### src/rtl/alu_despachador.sv
// alu_despachador: accepts one ALU request and routes its operands to the
// arithmetic unit (f2=1) or the boolean unit (f2=0). It holds them for
// LATENCIA cycles, captures the selected unit's result and flags, and
// presents them downstream over a valid/ready handshake.
//
// state    | meaning
// INACTIVO | idle, ready for a request, unit buses zero
// DESPACHO | operands driven to the selected unit, latency countdown
// ENTREGA  | captured result offered downstream, waiting for sal_listo
module alu_despachador #(
  parameter int ANCHO    = 32,
  parameter int LATENCIA = 1
) (
  input  logic             clk,
  input  logic             reset,
  input  logic             ent_valido,
  output logic             ent_listo,
  input  logic [ANCHO-1:0] ent_A,
  input  logic [ANCHO-1:0] ent_B,
  input  logic [3:0]       ent_f,
  output logic [ANCHO-1:0] arit_A,
  output logic [ANCHO-1:0] arit_B,
  output logic [3:0]       arit_f,
  output logic [ANCHO-1:0] bool_A,
  output logic [ANCHO-1:0] bool_B,
  output logic [3:0]       bool_f,
  input  logic [ANCHO-1:0] arit_res,
  input  logic [3:0]       arit_flags,
  input  logic [ANCHO-1:0] bool_res,
  input  logic [3:0]       bool_flags,
  output logic             sal_valido,
  input  logic             sal_listo,
  output logic [ANCHO-1:0] sal_res,
  output logic [3:0]       sal_flags,
  output logic             sal_sel
);

  typedef enum logic [1:0] {
    INACTIVO = 2'd0,
    DESPACHO = 2'd1,
    ENTREGA  = 2'd2
  } estado_t;

  estado_t          estado, estado_sig;
  logic [ANCHO-1:0] reg_A, reg_B;
  logic [3:0]       reg_f;
  logic [3:0]       cnt;
  logic             aceptar, capturar, entregar;

  assign aceptar  = (estado == INACTIVO) && ent_valido;
  assign capturar = (estado == DESPACHO) && (cnt == 4'd0);
  assign entregar = (estado == ENTREGA) && sal_listo;

  // State register.
  always_ff @(posedge clk) begin
    if (reset) estado <= INACTIVO;
    else       estado <= estado_sig;
  end

  // Next state and unit buses; buses come only from registers so they stay
  // stable for the whole DESPACHO interval.
  always_comb begin
    estado_sig = estado;
    ent_listo  = 1'b0;
    sal_valido = 1'b0;
    arit_A     = '0;
    arit_B     = '0;
    arit_f     = '0;
    bool_A     = '0;
    bool_B     = '0;
    bool_f     = '0;
    case (estado)
      INACTIVO: begin
        ent_listo = 1'b1;
        if (ent_valido) estado_sig = DESPACHO;
      end
      DESPACHO: begin
        if (reg_f[2]) begin
          arit_A = reg_A;
          arit_B = reg_B;
          arit_f = reg_f;
        end else begin
          bool_A = reg_A;
          bool_B = reg_B;
          bool_f = reg_f;
        end
        if (cnt == 4'd0) estado_sig = ENTREGA;
      end
      ENTREGA: begin
        sal_valido = 1'b1;
        if (sal_listo) estado_sig = INACTIVO;
      end
      default: estado_sig = INACTIVO;
    endcase
  end

  // Request registers, latency counter and result capture.
  always_ff @(posedge clk) begin
    if (reset) begin
      reg_A     <= '0;
      reg_B     <= '0;
      reg_f     <= '0;
      cnt       <= '0;
      sal_res   <= '0;
      sal_flags <= '0;
      sal_sel   <= 1'b0;
    end else begin
      if (aceptar) begin
        reg_A <= ent_A;
        reg_B <= ent_B;
        reg_f <= ent_f;
        cnt   <= 4'(LATENCIA - 1);
      end else if (estado == DESPACHO && cnt != 4'd0) begin
        cnt <= cnt - 4'd1;
      end
      if (capturar) begin
        sal_res   <= reg_f[2] ? arit_res : bool_res;
        sal_flags <= reg_f[2] ? arit_flags : bool_flags;
        sal_sel   <= reg_f[2];
      end
      // Buses are zero outside DESPACHO anyway; clearing the operands after
      // delivery keeps stale data out of the registers.
      if (entregar) begin
        reg_A <= '0;
        reg_B <= '0;
        reg_f <= '0;
      end
    end
  end

endmodule

### config.mk
export PLATFORM = sky130hd
export DESIGN_NAME = alu_despachador
export DESIGN_NICKNAME = d
export VERILOG_FILES = /design/src/rtl/alu_despachador.sv
export SDC_FILE = /design/constraint.sdc
export NUM_CORES = 1
export LEC_CHECK = 0
export ABC_AREA = 1
export BUFFER_PORTS_ARGS = -buffer_cell sky130_fd_sc_hd__buf_2
export CAP_MARGIN = 5
export CELL_PAD_IN_SITES_DETAIL_PLACEMENT = 0
export CELL_PAD_IN_SITES_GLOBAL_PLACEMENT = 1
export CORE_MARGIN = 3
export CORE_UTILIZATION = 29
export DETAILED_ROUTE_END_ITERATION = 10
export PLACE_DENSITY = 0.92
export SYNTH_ARGS = -nofsm -noshare
export SYNTH_HDL_FRONTEND = slang
export SYNTH_SLANG_ARGS = --single-unit
### constraint.sdc
create_clock -name clk -period 1.45 [get_ports clk]
set_input_delay 0.145 -clock clk [delete_from_list [all_inputs] [get_ports clk]]
set_output_delay 0.145 -clock clk [all_outputs]
set_load 0.01 [all_outputs]
# Yosys cells after proc, flatten, opt, wreduce, memory -nomap -nowiden
# Index checks and enable logic that the tools add are counted.
# classes
n_addsub	1
n_mux	20
eq_ne	5
reduce_logical	10
# op_table
operator	count
32-bit two-way mux	9
4-bit two-way mux	5
2-bit two-way mux	3
2-bit one-hot mux with 3 select lines	1
1-bit logical AND	4
4-bit zero test	1
2-bit != test (second input constant)	2
4-bit nonzero test	1
2-bit OR reduction	2
4-bit by 1-bit subtractor with 4-bit output (second input constant)	1
3-bit AND reduction	1
2-bit by 1-bit == test with 1-bit output (second input constant)	1
2-bit == test (second input constant)	1
2-bit zero test	1
1-bit two-way mux	2
2-bit by 1-bit != test with 1-bit output (second input constant)	1
# totals
in_bits	144
output_inout_bits	175
wordCells	44
regBits	111

# Depth between registers and ports, before layout
# Gate-level depths: netlist of run 1.
# logic_depth
depth_word	3
depth_mapped	8
ltp_nobuf	7

# Worst setup path before layout of run 1
# OpenSTA, ideal clock, no wires.
# synth_timing
kind	register -> output
start	reg estado[1]
end	out arit_A[0]
arrival_ps	1145
required_time_ps	1305
path_buffers	2
slack_ps	160
path_stages_with_launch	8
path_cell_list	dfxtp_1 inv_1 nand2_1 nor2_2 inv_2 buf_2 buf_2 nor2_1
# synth_via
elab_chain_len	2
# synth_lines
item	line	rtl
start: declaration	44	estado_t estado, estado_sig;
start signal: assignment	57	else estado <= estado_sig;
2-bit by 1-bit == test with 1-bit output	72	case (estado)
32-bit two-way mux	72	
end: declaration	21	output logic [ANCHO-1:0] arit_A,
# No other way between the ends.

# Worst setup path after layout of run 1
# layout_timing
start	reg reg_f[2]
end	out arit_f[2]
# layout_via
elab_chain_len	2
# layout_lines
item	line	rtl
start: declaration	46	logic [3:0] reg_f;
start signal: assignment	111	reg_f <= ent_f;
4-bit two-way mux	78	if (reg_f[2]) begin
4-bit two-way mux	72	
end: declaration	23	output logic [3:0] arit_f,
# No other way between the ends.

==> flow_metrics.py, run 1 <==
metrics = {
    "run_status": {
        "status": "complete, but fails checks",
        "violations": "negative setup slack",
    },
    "hold_path": {
        "holdPathStages": 3,
        "holdPathEnd": "reg_A[31]",
        "hold_class": "in -> reg",
        "hp-start": "ent_A[31]",
    },
    "logic_synthesis": {
        "yosysUniqueCellTypes": 19,
        "avgSynthCellArea_um2": 6.086,
        "yosysSeqAreaShare_pct": 39.73,
        "yosysTopAreaCellShare_pct": 39.73,
        "ys_seq_elements": 111,
        "syn_area_mm2": 0.005593,
        "synth_warnings": 0,
        "synth.area.top_cells": "dfxtp_1 40%, nand2_1 22%, nor2_1 12%",
        "yosys.area.top_type": "dfxtp_1",
        "netlist_instances": 919,
        "synthesis.nets": 1064,
    },
    "global_routing": {
        "grt_max_degree": 67,
        "grt_usage_pct": 16.34,
        "grt_pass1_wl_um": 27460,
        "overflow": 0,
        "first_global_vias": 5559,
        "antenna_found_initial": 0,
    },
    "sta": {
        "clock_skew_ps": 8.034,
        "rsz0062_at_grt": "yes",
        "final-hold-violation-count": 0,
        "max_freq_ghz": 0.6104,
        "min_period_over_period_pct": 113.0,
        "final_max_slew_viol_count": 0,
        "fin_ws_ps": -188.4,
        "setup_violations": 202,
        "whs_ps": 30.94,
        "post-route-min-period_ps": 1638,
    },
    "critical_path": {
        "regToRegSetupSlack_ps": -140,
        "required_ps": 1310,
        "arrival_ps": 1490,
        "reg2reg_from": "estado[1]",
        "crit_chain": "inv_2, nor2_4, buf_4, buf_4, buf_4, buf_4, buf_2",
        "worst_setup_path_end_kind": "output port",
        "critPathSlowestCell": "dfxtp_1",
        "slowest_delay_ps": 320,
        "cp_max_fo": 4,
        "reg2reg_depth": 11,
        "criticalPathCategory": "reg -> out",
        "crit_top_cell": "buf_4",
        "r2r_end": "reg_B[1]",
        "start_kind": "flop",
    },
    "placed_design": {
        "place.gp.congestion": 0.8008,
        "place.detailed.hpwl_um": 13230,
        "portBuffers": 317,
    },
    "layout": {
        "finalNetCount": 1378,
        "area_growth_pct": 47.72,
        "final_core_util_pct": 43.87,
        "antenna_cells": 0,
        "drive_above_1_share_pct": 36.11,
    },
    "floorplan": {
        "die_h_um": 144.9,
        "dieWidth_um": 144.9,
        "design.core.area_mm2": 0.01883,
        "die_area_mm2": 0.02099,
        "num_rows": 50,
        "start_util_pct": 29.70,
        "ioPinCount": 319,
    },
    "pwr": {
        "clkPwrFrac_pct": 31.4,
        "comb_power_share_pct": 23.4,
        "swShare_pct": 30.99,
        "leakagePower_uw": 0.004327,
        "powerDensity_mw_per_mm2": 911.4,
        "ir_drop_mv": 0.6817,
        "p_int_uw": 5196,
        "p_sw_uw": 2333,
        "seq_power_share_pct": 45.3,
    },
    "clock_network": {
        "cts_tree": "built",
        "cts.sinks": 111,
        "htreeDepth": 3,
        "path_clk_slew_ps": 80,
        "cts_buffers": 9,
        "clk_latency_ps": 350,
        "clockBufferDepth": 2,
        "clockRootBuffer": "clkbuf_16",
    },
    "route": {
        "first_iter_violations": 257,
        "avgViaCountPerCell": 4.145,
        "drtPass1Iterations": 4,
        "wire_per_inst_um": 12.60,
        "vias": 6209,
        "finalWirelength_um": 18870,
        "final_antenna_net_count": 0,
        "post-route-drc-count": 0,
    },
    "run": {
        "drv_cap": 0,
    },
}
-- critical path, delay by kind of cell, from the launching register on --
kind,cells,cell delay [ps]
flops,1,320
buf+inv,6,750
simple gates,1,70
-- worst max-delay path by stage --
stage | cells after the start | end | slack, ps | start
floorplan | 7 | arit_A[0] | 160 | estado[1]
global placement | 7 | arit_A[25] | 130 | estado[1]
detailed placement | 6 | sal_res[22] | 100 | cnt[0]
CTS | 6 | bool_B[30] | -170 | estado[1]
global route | 7 | arit_A[4] | -250 | estado[1]
finish | 7 | arit_f[2] | -190 | reg_f[2]
-- sequential cells by signal (all words and copies together) (netlist names) --
register and count:
reg_f 4, sal_flags 4, cnt 4, reg_B 32
sal_sel 1, reg_A 32, sal_res 32, estado 2
-- placed cells by master, fill, tap and decap left out, types with 3 or more instances in the layout --
| cell | count |
|---|---|
| nor2_1 | 168 |
| inv_2 | 3 |
| a21oi_2 | 3 |
| nand2_2 | 12 |
| nor2_2 | 35 |
| nor2_4 | 13 |
| clkbuf_16 | 12 |
| buf_12 | 12 |
| nand3_1 | 5 |
| buf_16 | 3 |
| inv_6 | 3 |
| dfxtp_1 | 109 |
| nand2_1 | 319 |
| buf_4 | 23 |
| a21oi_1 | 70 |
| inv_1 | 114 |
| buf_2 | 307 |
| buf_6 | 11 |
-- power groups by stage --
stage	logic (µW)	clock network, µW	registers, µW
after floorplan	949	0	3510
final	1760	2360	3410
after global placement	1600	0	3470
after CTS	1680	2460	3410
after detailed placement	1610	0	3480
after global routing	1980	2580	3440
-- synthesized netlist by cell type --
master	n
nor2_2	33
clkbuf_1	9
o21ai_0	1
dfxtp_1	111
buf_4	6
nand3_1	6
buf_1	1
o21ai_2	1
buf_2	31
inv_1	115
nor2_1	183
conb_1	1
ha_1	1
nand2_1	332
inv_2	3
buf_6	10
nand4_1	1
a21oi_1	73
nand2_2	1
-- metal layers --
| layer | GRT usage, % | vias up | share of wire (%) |
|---|---|---|---|
| met3 | 3.089 | 22 | 7.4 |
| met5 | 0 | - | 0 |
| met4 | 5.940 | 0 | 1.9 |
| met1 | 21.05 | 2700 | 42 |
| li1 | - | 3309 | - |
| met2 | 27.26 | 178 | 49 |
-- cell families (layout without fill, tap and decap cells) --
kind of cell	count (synthesis)	in the layout	synth area share [%]
other	1	1	0.06705
DFF	111	111	39.73
adders and majority gates	1	1	0.2237
AOI/OAI and AO/OA	75	75	6.778
buffers and inverters	175	494	14.18
and+or+nand+nor	556	556	39.02
-- area by class of cell --
cell class              count  area (µm²)
clock buffers              10       229.0
clock inverters             6       45.04
fillers                  2027       10570
inverters                 118       447.9
multi-input cells         633        2746
flip-flops and latches    111        2227
well taps                 260       325.3
repair buffers            360        2241
-- stage by stage --
step | setup slack, ps | setup TNS (ps) | instances | total power [µW] | instance area (µm²)
finish | -188.4 | -21630 | 1498 | 7529 | 8262
CTS | -173.9 | -23490 | 1492 | 7548 | 8098
global placement | 126.5 | 0 | 1464 | 5064 | 7492
detailed placement | 102.6 | 0 | 1464 | 5085 | 7492
floorplan | 160.1 | 0 | 919 | 4458 | 5593
global route | -251.7 | -39390 | 1498 | 8007 | 8262
-- what timing repair did --
item / in CTS / in global routing
hold buffers: 1 / 0
gates resized for setup: 47 / 19
setup buffers: 8 / 3
endpoints found under the setup margin: 134 / 232
cloned: 3 / 3
hold endpoints to repair: 2 / 0
pin swaps: 3 / 2
Power figures use the tool's default switching activity.
==> run 2, diff against run 1 <==
--- a/config.mk
+++ b/config.mk
@@ -14,6 +14,7 @@
 export CORE_UTILIZATION = 29
 export DETAILED_ROUTE_END_ITERATION = 10
 export PLACE_DENSITY = 0.92
+export RECOVER_POWER = 50
 export SYNTH_ARGS = -nofsm -noshare
 export SYNTH_HDL_FRONTEND = slang
 export SYNTH_SLANG_ARGS = --single-unit
==> flow_metrics.py, run 2 (synthesized netlist as in run 1, its figures left out) <==
metrics = {
    "global_routing": {
        "first_global_vias": 5559,
        "use_met3_pct": 3.089,
        "grt_pass1_wl_um": 27460,
        "grt_busiest_layer": "met2",
        "overflow": 0,
        "grt_use_met2_pct": 27.26,
        "grt_usage_pct": 16.34,
        "grt_max_degree": 67,
        "met1_usage_pct": 21.05,
        "antenna_found_initial": 0,
    },
    "layout": {
        "drive_above_1_share_pct": 34.09,
        "top_regs": "reg_A x32, reg_B x32, sal_res x32",
        "layout_commonest_cell": "nand2_1",
        "layout_common_cells": "319 x nand2_1, 282 x buf_2, 168 x nor2_1, 114 x inv_1, 109 x dfxtp_1",
        "antenna_cells": 0,
        "final_cells": 1498,
        "finalNetCount": 1378,
        "area_growth_pct": 47.16,
        "fill_cells": 2041,
    },
    "floorplan": {
        "start_util_pct": 29.70,
        "ioPinCount": 319,
        "dieWidth_um": 144.9,
        "design.core.area_mm2": 0.01883,
        "num_rows": 50,
        "die_h_um": 144.9,
        "die_area_mm2": 0.02099,
    },
    "clock_network": {
        "cts.sinks": 111,
        "path_clk_slew_ps": 80,
        "cts_tree": "built",
        "htreeDepth": 3,
        "clockBufferDepth": 2,
        "clk_latency_ps": 350,
        "cts_buffers": 9,
        "clockRootBuffer": "clkbuf_16",
    },
    "sta": {
        "final_max_slew_viol_count": 0,
        "min_period_over_period_pct": 112.8,
        "clock_skew_ps": 8.064,
        "final-hold-violation-count": 0,
        "setup_violations": 202,
        "rsz0062_at_grt": "yes",
        "whs_ps": 29.73,
        "max_freq_ghz": 0.6116,
        "fin_ws_ps": -185.0,
        "post-route-min-period_ps": 1635,
    },
    "route": {
        "final_antenna_net_count": 0,
        "post-route-drc-count": 0,
        "avgViaCountPerCell": 4.150,
        "drtPass1Iterations": 4,
        "finalWirelength_um": 18850,
        "wire_per_inst_um": 12.58,
        "first_iter_violations": 271,
        "vias": 6216,
    },
    "critical_path": {
        "worst_setup_path_end_kind": "output port",
        "crit_chain": "inv_2, nor2_4, buf_4, buf_4, buf_4, buf_4, buf_2",
        "required_ps": 1310,
        "crit_top_cell": "buf_4",
        "crit_path_start": "reg_f[2]",
        "reg2reg_from": "estado[1]",
        "start_kind": "flop",
        "regToRegSetupSlack_ps": -130,
        "arrival_ps": 1490,
        "slowest_delay_ps": 320,
        "critPathSlowestCell": "dfxtp_1",
        "cp_max_fo": 4,
        "r2r_end": "reg_B[1]",
        "criticalPathCategory": "reg -> out",
        "reg2reg_depth": 11,
        "crit_end": "arit_f[2]",
    },
    "pwr": {
        "p_total_uw": 7510,
        "ir_drop_mv": 0.6809,
        "leakagePower_uw": 0.004226,
        "powerDensity_mw_per_mm2": 912.5,
    },
    "run": {
        "drv_cap": 0,
    },
    "placed_design": {
        "portBuffers": 317,
        "dp_cells": 1464,
        "place.gp.congestion": 0.8008,
        "place.detailed.hpwl_um": 13230,
    },
    "hold_path": {
        "hold_class": "in -> reg",
    },
    "run_status": {
        "violations": "negative setup slack",
        "status": "complete, but fails checks",
    },
}
-- run 2: how the worst min path moves through the flow --
stage | from | end | slack (ps) | depth (start not counted)
after floorplan | reset | estado[0] | 210 | 1
after global placement | reset | estado[1] | 340 | 2
after detailed placement | reset | estado[1] | 340 | 2
after CTS | ent_B[30] | reg_B[30] | 9 | 3
after global routing | ent_B[30] | reg_B[30] | 20 | 3
final | ent_A[31] | reg_A[31] | 30 | 3
-- run 2: critical path: cells and delay by family (launching register included) --
family | cells | cell delay [ps]
DFF | 1 | 320
and+or+nand+nor | 1 | 70
buffers and inverters | 6 | 750
-- run 2: through the flow --
step	setup TNS, ps	area (µm²)	utilization, %	setup slack [ps]
2_1_floorplan	0	5593	-	160.1
3_3_place_gp	0	7492	39.79	126.5
3_5_place_dp	0	7492	39.79	102.6
4_1_cts	-23490	8098	43.00	-173.9
5_1_grt	-39390	8230	43.71	-251.7
6_report	-21140	8230	43.71	-185.0
-- run 2: cell type report --
class,count,area [µm²],share of cell area [%]
inverters,118,447.9,5.442
clock inverters,6,45.04,0.5473
flip-flops and latches,111,2227,27.06
well taps,260,325.3,3.953
repair buffers,360,2210,26.85
multi-input cells,633,2746,33.37
clock buffers,10,229.0,2.782
-- run 2: metal layers --
layer | wire length [µm] | part of all wire [%]
met2 | 9181 | 49
met5 | 0 | 0
met3 | 1267 | 6.7
met1 | 8032 | 43
met4 | 366 | 1.9
-- run 2: what timing repair did --
action / CTS / global route
hold endpoints to repair: 2 / 0
endpoints found under the setup margin: 134 / 232
gates cloned: 3 / 3
buffers inserted: 8 / 3
hold buffers: 1 / 0
resized for setup: 47 / 19
pin swaps: 3 / 2
-- run 2: where the power goes --
| part | internal [µW] | switching [µW] | total [µW] |
|---|---|---|---|
| clock | 1180 | 1180 | 2360 |
| sequential | 3290 | 121 | 3410 |
| combinational | 706 | 1030 | 1740 |
| total | 5180 | 2330 | 7510 |
